`src/rtl/uart_pkg.sv`:
```
// Shared UART definitions: FSM state encoding, frame constants and the
// clocks-per-bit arithmetic used by both the receiver and the transmitter.
package uart_pkg;

  // Receiver FSM state encoding (3-bit, kept as plain constants for legacy users)
  localparam logic [2:0] IDLE  = 3'd0;
  localparam logic [2:0] START = 3'd1;
  localparam logic [2:0] DATA  = 3'd2;
  localparam logic [2:0] STOP  = 3'd3;
  localparam logic [2:0] BREAK = 3'd4;

  // 8N1 frame shape
  localparam int unsigned DATA_BITS = 8;
  localparam int unsigned STOP_BITS = 1;

  // Clocks per bit; integer division truncates, matching the transmitter.
  function automatic int unsigned calc_bit_time(input int unsigned clock_freq,
                                                input int unsigned baud_rate);
    return clock_freq / baud_rate;
  endfunction

  // Clocks from the start-bit falling edge to the start-bit midpoint.
  function automatic int unsigned calc_half_bit(input int unsigned clock_freq,
                                                input int unsigned baud_rate);
    return calc_bit_time(clock_freq, baud_rate) / 2;
  endfunction

endpackage

```
`src/rtl/sync_2ff.sv`:
```
// Two-flop synchronizer for a single asynchronous input. The reset value is
// a parameter so idle-high lines (like a UART rx) do not glitch out of reset.
module sync_2ff #(
  parameter logic RESET_VAL = 1'b1
) (
  input  logic clk,
  input  logic reset,
  input  logic d_i,
  output logic q_o
);

  logic meta_q;
  logic sync_q;

  // Shift the async input through two flops; only sync_q is safe to use.
  always_ff @(posedge clk or posedge reset) begin
    if (reset) begin
      meta_q <= RESET_VAL;
      sync_q <= RESET_VAL;
    end else begin
      meta_q <= d_i;
      sync_q <= meta_q;
    end
  end

  assign q_o = sync_q;

endmodule

```
`src/rtl/uart_rx.sv`:
```
// 8N1 UART receiver. Each bit is sampled at its midpoint using cycle-count
// timing; received bytes are held in rx_data with a valid/ack handshake.
module uart_rx
  import uart_pkg::*;
#(
  parameter int unsigned BAUD_RATE  = 9600,
  parameter int unsigned CLOCK_FREQ = 100_000_000
) (
  input  logic       clk,
  input  logic       reset,
  input  logic       rx,
  input  logic       rx_ack,
  output logic [7:0] rx_data,
  output logic       rx_valid,
  output logic       rx_busy,
  output logic       rx_frame_err,
  output logic       rx_overrun
);

  localparam int unsigned BIT_TIME = calc_bit_time(CLOCK_FREQ, BAUD_RATE);
  localparam int unsigned HALF_BIT = calc_half_bit(CLOCK_FREQ, BAUD_RATE);
  localparam int unsigned IDX_W    = $clog2(DATA_BITS);

  localparam logic [15:0]      BIT_LAST  = 16'(BIT_TIME - 1);
  localparam logic [15:0]      HALF_LAST = 16'(HALF_BIT - 1);
  localparam logic [IDX_W-1:0] IDX_LAST  = IDX_W'(DATA_BITS - 1);

  // The bit counter is 16 bits wide and the FSM needs at least a few clocks per bit.
  if (BIT_TIME > 65535 || BIT_TIME < 4) begin : g_bad_bit_time
    $error("uart_rx: BIT_TIME must be within 4..65535");
  end

  logic             rx_s;
  logic [2:0]       state_q, state_d;
  logic [15:0]      cnt_q, cnt_d;
  logic [IDX_W-1:0] bit_idx_q, bit_idx_d;
  logic [7:0]       shift_q, shift_d;
  logic [7:0]       data_q, data_d;
  logic             valid_q, valid_d;
  logic             err_q, err_d;
  logic             ovr_q, ovr_d;
  logic             load_good;

  sync_2ff #(.RESET_VAL(1'b1)) u_sync_rx (
    .clk   (clk),
    .reset (reset),
    .d_i   (rx),
    .q_o   (rx_s)
  );

  // Next-state logic for the frame FSM and the output handshake.
  always_comb begin
    // NOTE: every signal gets a default here so no path can infer a latch.
    state_d   = state_q;
    cnt_d     = cnt_q;
    bit_idx_d = bit_idx_q;
    shift_d   = shift_q;
    load_good = 1'b0;
    err_d     = 1'b0;

    case (state_q)
      IDLE: begin
        if (!rx_s) begin
          state_d = START;
          cnt_d   = '0;
        end
      end
      START: begin
        if (cnt_q == HALF_LAST) begin
          // Still low at the midpoint: a real start bit; otherwise a glitch.
          cnt_d     = '0;
          bit_idx_d = '0;
          state_d   = rx_s ? IDLE : DATA;
        end else begin
          cnt_d = cnt_q + 16'd1;
        end
      end
      DATA: begin
        if (cnt_q == BIT_LAST) begin
          // LSB arrives first, so shifting right leaves it in bit 0.
          cnt_d     = '0;
          shift_d   = {rx_s, shift_q[7:1]};
          bit_idx_d = bit_idx_q + 1'b1;
          if (bit_idx_q == IDX_LAST) begin
            state_d = STOP;
          end
        end else begin
          cnt_d = cnt_q + 16'd1;
        end
      end
      STOP: begin
        if (cnt_q == BIT_LAST) begin
          cnt_d = '0;
          if (rx_s) begin
            load_good = 1'b1;
            state_d   = IDLE;
          end else begin
            err_d   = 1'b1;
            state_d = BREAK;
          end
        end else begin
          cnt_d = cnt_q + 16'd1;
        end
      end
      BREAK: begin
        // Wait out a held-low line so it cannot look like a stream of frames.
        if (rx_s) begin
          state_d = IDLE;
        end
      end
      default: state_d = IDLE;
    endcase

    // A load in the same cycle as an ack wins: valid stays set, no overrun.
    data_d  = load_good ? shift_q : data_q;
    valid_d = valid_q;
    if (valid_q && rx_ack) begin
      valid_d = 1'b0;
    end
    if (load_good) begin
      valid_d = 1'b1;
    end
    ovr_d = load_good && valid_q && !rx_ack;
  end

  // State and output registers; reset abandons any partial frame silently.
  always_ff @(posedge clk or posedge reset) begin
    if (reset) begin
      state_q   <= IDLE;
      cnt_q     <= '0;
      bit_idx_q <= '0;
      shift_q   <= '0;
      data_q    <= '0;
      valid_q   <= 1'b0;
      err_q     <= 1'b0;
      ovr_q     <= 1'b0;
    end else begin
      // NOTE: non-blocking assignments so every flop updates from pre-edge values.
      state_q   <= state_d;
      cnt_q     <= cnt_d;
      bit_idx_q <= bit_idx_d;
      shift_q   <= shift_d;
      data_q    <= data_d;
      valid_q   <= valid_d;
      err_q     <= err_d;
      ovr_q     <= ovr_d;
    end
  end

  assign rx_data      = data_q;
  assign rx_valid     = valid_q;
  assign rx_busy      = (state_q != IDLE);
  assign rx_frame_err = err_q;
  assign rx_overrun   = ovr_q;

endmodule
```
`config.mk`:
```
export PLATFORM = sky130hd
export DESIGN_NAME = uart_rx
export DESIGN_NICKNAME = d
export VERILOG_FILES = /design/src/rtl/uart_pkg.sv /design/src/rtl/sync_2ff.sv /design/src/rtl/uart_rx.sv
export SDC_FILE = /design/constraint.sdc
export NUM_CORES = 1
export LEC_CHECK = 0
export ABC_AREA = 0
export CORE_MARGIN = 5
export CORE_UTILIZATION = 65
export DETAILED_ROUTE_END_ITERATION = 12
export DONT_BUFFER_PORTS = 1
export MAX_ROUTING_LAYER = met4
export PLACE_DENSITY = 0.92
export SETUP_SLACK_MARGIN = 0.15
export SLEW_MARGIN = 0
export SYNTH_ARGS = -nofsm -noshare
export SYNTH_HDL_FRONTEND = slang
export SYNTH_SLANG_ARGS = --single-unit
```
`constraint.sdc`:
```
create_clock -name clk -period 3.4 [get_ports clk]
set_input_delay 0.34 -clock clk [delete_from_list [all_inputs] [get_ports clk]]
set_output_delay 0.34 -clock clk [all_outputs]
set_load 0.01 [all_outputs]
```
==> results of run 1 <==
==> report_power, final <==
group          internal [mW]  switching, mW  leakage, nW
registers              0.514        0.00143        0.579
clock network         0.0799          0.164       0.0282
logic                0.00339         0.0104        0.423
==> worst max-delay path by stage <==
| stage | slack [ns] | depth (start not counted) | start | end |
|---|---|---|---|---|
| floorplan | 1.06 | 5 | cnt_q[9]$_DFFE_PP0P_ | rx_data[0]$_DFFE_PP0P_ |
| global placement | 0.82 | 4 | cnt_q[9]$_DFFE_PP0P_ | rx_data[3]$_DFFE_PP0P_ |
| detailed placement | 0.70 | 5 | cnt_q[9]$_DFFE_PP0P_ | state_q[0]$_DFFE_PP0P_ |
| CTS | 0.67 | 5 | cnt_q[9]$_DFFE_PP0P_ | state_q[0]$_DFFE_PP0P_ |
| global route | 0.41 | 5 | cnt_q[9]$_DFFE_PP0P_ | state_q[0]$_DFFE_PP0P_ |
| finish | 0.62 | 5 | cnt_q[8]$_DFFE_PP0P_ | state_q[0]$_DFFE_PP0P_ |
==> routing by layer <==
layer,global-route usage [%],part of all wire (%),up-vias
met2,34.82,51,78
met3,4.422,6.8,11
met1,26.02,40,719
met5,-,0,-
met4,9.645,2.3,0
li1,-,-,676
==> synth_stat cells (2+ instances only) <==
library cell,instances
mux2_2,8
nand4_1,3
a21oi_1,5
o22ai_1,2
and3_1,5
nand3_1,4
nand4b_1,3
xor2_1,3
a21o_1,6
a22o_1,5
xnor2_1,2
o21ai_0,13
nand2_1,19
or4b_1,2
inv_1,3
nor2_1,9
mux2_4,8
buf_2,2
nand2b_1,3
nor2b_1,3
dfrtp_1,41
ha_1,3
nor3_1,4
or4_1,3
or3_1,4
a31oi_1,3
dfstp_2,2
==> sequential cells by signal (all words and copies together), names as in the netlist <==
register          flops
cnt_q                16
rx_data               8
shift_q               8
bit_idx_q             3
state_q               3
rx_frame_err          1
rx_overrun            1
rx_valid              1
u_sync_rx.meta_q      1
u_sync_rx.q_o         1
==> stage by stage <==
step,setup slack [ns],instance area [um2]
floorplan,1.057,2049
global placement,0.8222,2091
detailed placement,0.6970,2091
CTS,0.6709,2165
global route,0.4063,2165
finish,0.6159,2165
==> layout make-up <==
type                       instances  share of cell area, %
sequential                        43                  49.83
tap                               44                  2.543
clock inverter                     2                 0.5780
clock buffer                       6                  1.908
inverter                           3                 0.5202
timing repair buffer               4                  1.618
multi-input combinational        130                  43.01
==> logic make-up after synthesis <==
family | after synthesis | synth area share, %
xor gates and xnor gates | 5 | 2.137
buffers and inverters | 8 | 1.953
AOI/OAI and AO/OA | 37 | 11.48
DFF | 43 | 52.62
muxes | 17 | 10.75
adders and majority gates | 3 | 1.832
and+or+nand+nor | 68 | 19.23
==> results.toml, run 1 <==
[status]
status = "completed"

[clock_tree]
worstSkewPairLatency_ns = 0.36
post_cts_buffers = 0
cts.sinks = 43
max-clock-path-buffers = 2
cts_tree = "yes"
numCtsBuffers = 5
cts_max_level = 2
cts.reportedPaths.clkPinSlew_ns = 0.12
cts-resized-gates = 0
cts-root-buf = "clkbuf_4"
holdBufCountCts = 2

[final_layout]
final_common_cell = "dfrtp_1"
antenna_cells = 0
nNetsFinal = 194
areaGrowthSynthToFinish_pct = 5.617
register_area_um2 = 1079
drive_gt1_share_pct = 15.96
final_cell_mix = "41 x dfrtp_1, 19 x nand2_1, 13 x o21ai_0, 9 x nor2_1"
post-route-util_pct = 71.49
fillers = 199
final_cells = 232
multi_input_area_um2 = 930.9

[sta]
min_period_ns = 2.784
worstMarginPinSlew_ns = 1.012
timing.fmax_ghz = 0.3592
fin_skew_ns = 0.008614
rsz0062_at_grt = "false"
drv_slew = 0
relSlewSlack_pct = 32.55
tns_ns = 0
holdWs_ns = 0.1520
min_period_over_period_pct = 81.89
hold_violations = 0
finalSetupViolCount = 0

[floorplanning]
ioPinCount = 16
fp.dieH_um = 66.15
rows = 20
fp.dieW_um = 66.15
die_area_um2 = 4376
core_um2 = 3028
initial_utilization_pct = 67.69

[placed_design]
place_inst = 222
port_buffers = 0
hpwlAfterDp_mm = 2.734
place_congestion = 0.9312

[min_path]
hold_start = "rx_ack"
holdPathStages = 2
min_to = "rx_overrun$_DFF_PP0_"
hold_path_class = "input pin to flop"

[critical_path]
critPathMaxFanout = 13
cp.required_ns = 3.68
slowest_stage = "or4_1"
path_class = "flop to flop"
r2r-end = "state_q[0]$_DFFE_PP0P_"
r2r_slack_ns = 0.62
end_kind = "flop"
crit_chain = "or4_4, nor4_1, o22ai_1, or4_1, o21ai_0"
r2r_cells = 5
slowest_delay_ns = 0.58
start_kind = "flop"
r2r-start = "cnt_q[8]$_DFFE_PP0P_"
arrival_ns = 3.06
path_buf_inv = 0
critical-path-top-delay-family = "simple AND/OR/NAND/NOR gates"

[global_routing]
antenna_found_initial = 0
grt_max_degree = 44
grt_pass1_vias = 1478
track_usage_pct = 21.55
overflow = 0
grt_pass1_wl_mm = 7.003

[synth]
syn-instance-count = 181
yosysSeqAreaShare_pct = 52.63
synthArstFlopShare_pct = 100.0
netlist.area_leader.share_pct = 50.06
yosys_warnings = 0
synth_top_area_cell = "dfrtp_1"
synth.area.top_cells = "dfrtp_1 50%, mux2_4 5.9%, mux2_2 4.4%, nand2_1 3.5%, o21ai_0 3.2%"
synth_area_um2 = 2049
synth_edf_count = 0
synth_seq_cells = 43
synth_cell_types = 40
syn_avg_cell_area_um2 = 11.32
ys.flop_type = "dfrtp_1"
syn_nets = 188

[route]
ant_nets = 0
drc = 0
viasPerCell = 6.397
vias = 1484
dr.pass1.iters = 4
drt-total-wl_mm = 3.975
drtIter0Drc = 96
routedWlPerCell_um = 17.13

[power]
total_power_mw = 0.7724
leakage_nw = 1.030
peakVddDrop_mv = 0.3131
power_density_nw_per_um2 = 356.8

[run]
drv_cap = 0
No activity file was read; power rests on OpenSTA's default activity.
==> run 2, diff against run 1 <==
- CORE_UTILIZATION: 65 -> 62
- PLACE_DENSITY: 0.92 -> 0.89
- clock period: 3.4 -> 2.78 ns (I/O delays scaled with it)
==> run 2 against run 1 <==
  * First-iteration DRC count up 18%
  * Sequential power up 22%
  * Total power up 25%
  * Combinational power up 23%
  * Wire length about the same
  * Hold slack worse by 0.037 ns
  * Register-to-register slack worse by 0.29 ns
  * Via count down 1.9%
  * Non-clock buffer count up 2
  * Final area up 1.3%
  * Clock skew up 0.0036 ns
==> results.toml, run 2 (synthesized netlist as in run 1, its figures left out) <==
[route]
drc = 0
routedWlPerCell_um = 16.98
dr.pass1.iters = 4
ant_nets = 0
drt-total-wl_mm = 3.974
drtIter0Drc = 113
vias = 1456
viasPerCell = 6.222

[clock_tree]
numCtsBuffers = 5
max-clock-path-buffers = 2
cts.reportedPaths.clkPinSlew_ns = 0.13
worstSkewPairLatency_ns = 0.36
cts_tree = "yes"
cts-root-buf = "clkbuf_4"
cts_max_level = 2
cts.sinks = 43

[run]
drv_cap = 0

[sta]
hold_violations = 0
drv_slew = 0
relSlewSlack_pct = 44.15
finalSetupViolCount = 0
fin_skew_ns = 0.01221
rsz0062_at_grt = "false"
min_period_ns = 2.451
min_period_over_period_pct = 88.15
worstMarginPinSlew_ns = 0.8368
holdWs_ns = 0.1151
tns_ns = 0
timing.fmax_ghz = 0.4081

[global_routing]
grt_max_degree = 24
grt_pass1_wl_mm = 7.058
use_met2_pct = 36.82
overflow = 0
antenna_found_initial = 0
met1_usage_pct = 23.53
track_usage_pct = 21.42
busiest_layer = "met2"
grt_pass1_vias = 1506
grtUsageMet3_pct = 5.657

[floorplanning]
core_um2 = 3103
fp.dieW_um = 67.50
initial_utilization_pct = 66.05
ioPinCount = 16
die_area_um2 = 4556
fp.dieH_um = 67.50
rows = 20

[critical_path]
start_kind = "flop"
path_class = "flop to flop"
r2r_slack_ns = 0.33
r2r-end = "rx_data[6]$_DFFE_PP0P_"
critPathMaxFanout = 9
r2r_cells = 4
cp.required_ns = 3.04
end_kind = "flop"
r2r-start = "cnt_q[9]$_DFFE_PP0P_"
arrival_ns = 2.71

[final_layout]
fillers = 224
final_common_cell = "dfrtp_1"
largest_reg_flops = 16
stdcell_area_um2 = 2192
top_register = "cnt_q"
nNetsFinal = 196
antenna_cells = 0
drive_gt1_share_pct = 17.89
final_cell_mix = "41 x dfrtp_1, 19 x nand2_1, 13 x o21ai_0, 9 x nor2_1"
areaGrowthSynthToFinish_pct = 6.960

[power]
p_switching_mw = 0.2288
swShare_pct = 23.77
leakage_nw = 1.045
p_clk_share_pct = 32.8
internal-power_mw = 0.7337
peakVddDrop_mv = 0.2334
power_density_nw_per_um2 = 439.1
pwr-share-comb_pct = 1.8
p_seq_share_pct = 65.4

[placed_design]
port_buffers = 0
place_area_um2 = 2106
place_congestion = 0.8538
hpwlAfterDp_mm = 2.801

[min_path]
hold_start = "rx_ack"
holdPathStages = 2
min_to = "rx_overrun$_DFF_PP0_"
hold_path_class = "input pin to flop"

[status]
status = "completed"
run 2: worst max-delay path by stage:
stage / from / to / slack [ns] / cells past startpoint
2_1_floorplan: cnt_q[9]$_DFFE_PP0P_ / rx_data[0]$_DFFE_PP0P_ / 0.44 / 5
3_3_place_gp: cnt_q[9]$_DFFE_PP0P_ / rx_data[0]$_DFFE_PP0P_ / 0.24 / 4
3_5_place_dp: cnt_q[9]$_DFFE_PP0P_ / rx_data[2]$_DFFE_PP0P_ / 0.15 / 4
4_1_cts: cnt_q[9]$_DFFE_PP0P_ / rx_data[6]$_DFFE_PP0P_ / 0.32 / 4
5_1_grt: cnt_q[9]$_DFFE_PP0P_ / cnt_q[3]$_DFFE_PP0P_ / 0.20 / 6
6_report: cnt_q[9]$_DFFE_PP0P_ / rx_data[6]$_DFFE_PP0P_ / 0.33 / 4
run 2: final cells by class:
class	instances	area, um2	share of cell area, %
clock buffers	5	37.54	1.712
clock inverters	3	25.02	1.142
repair buffers	6	50.05	2.283
well taps	44	55.05	2.511
multi-input cells	130	934.6	42.64
flip-flops and latches	43	1079	49.20
inverters	3	11.26	0.5137
run 2: critical path, cell delays in order (launching register included):
cell,delay [ns]
dfrtp_1,0.44
or4_4,0.59
nor4_4,0.37
or4b_4,0.62
mux2_4,0.33
run 2: what timing repair did:
action,in CTS,in global routing
endpoints found under the hold margin,21,0
endpoints found under the setup margin,1,0
buffers inserted,0,0
hold buffers,2,0
gates resized for setup,1,0
run 2: routing by layer:
| metal | vias up | share of wire [%] |
|---|---|---|
| li1 | 683 | - |
| met1 | 719 | 40 |
| met2 | 49 | 54 |
| met3 | 5 | 4.8 |
| met4 | 0 | 1.2 |
| met5 | - | 0 |
run 2: stage by stage:
stage / worst slack, ns / util [%] / instances / total power [mW]
after detailed placement: 0.1492 / 67.86 / 224 / 0.6570
after floorplan: 0.4365 / - / 181 / 0.6522
final: 0.3294 / 70.65 / 234 / 0.9625
after CTS: 0.3224 / 70.65 / 234 / 0.9738
after global routing: 0.2024 / 70.65 / 234 / 1.004
after global placement: 0.2354 / 67.86 / 224 / 0.6563
run 2: power groups by stage:
stage               registers, mW  logic [mW]  clock network, mW
floorplan                   0.641      0.0110                  0
CTS                         0.630      0.0177              0.326
finish                      0.630      0.0170              0.316
detailed placement          0.642      0.0154                  0
global route                0.630      0.0203              0.353
global placement            0.642      0.0147                  0
==> run 3, diff against run 2 <==
- clock period: 2.78 -> 2.5 ns (I/O delays scaled with it)
==> run 3 against run 2 <==
  * Sequential power is 11% higher
  * Final area is 4.5% higher
  * Core utilization is 3.1 points higher
  * Register-to-register slack worse by 0.13 ns
  * Global-route usage is 1.2 points higher
  * Clock skew is 0.0027 ns lower
  * First-iteration DRC count is 11% lower
  * Clock power is 72% higher
  * Maximum frequency is 6.6% higher
  * Flip-flop and latch count stayed put
  * Combinational power is 14% higher
  * Final cell count is 2.6% higher
  * Critical endpoint is now rx_data[5]$_DFFE_PP0P_
==> results.toml, run 3 (synthesized netlist as in run 1, its figures left out) <==
[power]
power_density_nw_per_um2 = 551.0
peakVddDrop_mv = 0.3591
leakage_nw = 1.099

[final_layout]
fillers = 234
final_cell_mix = "40 x dfrtp_1, 19 x nand2_1, 13 x o21ai_0, 9 x nor2_1"
nNetsFinal = 202
top_register = "cnt_q"
areaGrowthSynthToFinish_pct = 11.72
multi_input_area_um2 = 935.9
post-route-util_pct = 73.79
largest_reg_flops = 16
antenna_cells = 0
final_common_cell = "dfrtp_1"
drive_gt1_share_pct = 21.43
register_area_um2 = 1080

[placed_design]
hpwlAfterDp_mm = 2.832
place_congestion = 0.8460
port_buffers = 0

[critical_path]
cp.required_ns = 2.76
arrival_ns = 2.56
critPathMaxFanout = 9
path_class = "flop to flop"
end_kind = "flop"
start_kind = "flop"

[floorplanning]
ioPinCount = 16
initial_utilization_pct = 66.05
core_um2 = 3103
fp.dieW_um = 67.50
die_area_um2 = 4556
rows = 20
fp.dieH_um = 67.50

[route]
drtIter0Drc = 101
routedWlPerCell_um = 17.70
viasPerCell = 6.138
ant_nets = 0
dr.pass1.iters = 4
drt-total-wl_mm = 4.247
vias = 1473
drc = 0

[clock_tree]
cts_max_level = 2
worstSkewPairLatency_ns = 0.36
max-clock-path-buffers = 2
cts.reportedPaths.clkPinSlew_ns = 0.13
numCtsBuffers = 5
cts.sinks = 43
cts_tree = "yes"
cts-root-buf = "clkbuf_4"

[sta]
rsz0062_at_grt = "false"
finalSetupViolCount = 0
hold_violations = 0
fin_skew_ns = 0.009458
worstMarginPinSlew_ns = 0.5701
drv_slew = 0
relSlewSlack_pct = 61.99
min_period_ns = 2.298
min_period_over_period_pct = 91.92
tns_ns = 0
timing.fmax_ghz = 0.4352

[global_routing]
track_usage_pct = 22.64
antenna_found_initial = 0
overflow = 0
grt_max_degree = 44
grt_pass1_wl_mm = 7.348
grt_pass1_vias = 1495

[status]
status = "completed"

[min_path]
hold_path_class = "input pin to flop"

[run]
drv_cap = 0
run 3: area by class of cell:
type	instances	share of cell area (%)
Tap cell	44	2.404
Sequential cell	43	47.16
Timing Repair Buffer	12	4.481
Clock inverter	3	2.951
Inverter	3	0.4918
Clock buffer	5	1.639
Multi-Input combinational cell	130	40.87
run 3: report_power, final:
| part | internal, mW | switching, mW | total [mW] |
|---|---|---|---|
| Sequential | 0.698 | 0.00198 | 0.700 |
| Combinational | 0.00463 | 0.0148 | 0.0194 |
| Clock | 0.311 | 0.231 | 0.542 |
| Total | 1.01 | 0.248 | 1.26 |
run 3: metal layers:
metal	vias to the layer above	GRT usage [%]	share of wire (%)
met5	-	-	0
met4	0	9.620	1.9
met3	8	5.824	4.1
met2	36	38.15	53
met1	736	25.32	41
li1	693	-	-
run 3: timing repair:
item	in CTS	in global routing
hold buffers	2	0
resized for setup	0	5
endpoints found under the hold margin	42	0
gates cloned	0	0
setup buffers	1	0
setup endpoints to repair	9	17
pin swaps	0	1
run 3: path summary, 6_finish.rpt:
| path | from | endpoint | slack, ns | cells after the start |
|---|---|---|---|---|
| setup / recovery | cnt_q[4]$_DFFE_PP0P_ | rx_data[5]$_DFFE_PP0P_ | 0.20 | 5 |
| max in group asynchronous | reset | u_sync_rx.q_o$_DFF_PP1_ | 1.66 | 3 |
| hold / removal | rx_ack | rx_overrun$_DFF_PP0_ | 0.06 | 2 |
| setup reg to reg | cnt_q[4]$_DFFE_PP0P_ | rx_data[5]$_DFFE_PP0P_ | 0.20 | 5 |
| min in group asynchronous | reset | rx_overrun$_DFF_PP0_ | 0.47 | 3 |
| hold reg to reg | u_sync_rx.meta_q$_DFF_PP1_ | u_sync_rx.q_o$_DFF_PP1_ | 0.38 | 0 |
run 3: through the flow:
stage | instance area, um2 | worst slack [ns] | total power [mW] | instances | hold WS [ns]
finish | 2290 | 0.2021 | 1.262 | 240 | 0.06020
global route | 2290 | 0.1497 | 1.311 | 240 | 0.04057
CTS | 2276 | 0.1607 | 1.275 | 240 | 0.04449
detailed placement | 2143 | 0.1296 | 0.7308 | 229 | 0.2545
global placement | 2143 | 0.2016 | 0.7298 | 229 | 0.2546
floorplan | 2049 | 0.1565 | 0.7252 | 181 | 0.2545
run 3: worst max-delay path: stages (launching register included):
cell	delay, ns
dfrtp_2	0.47
or4b_1	0.52
nor4_4	0.24
or4b_4	0.49
buf_6	0.17
mux2_4	0.30
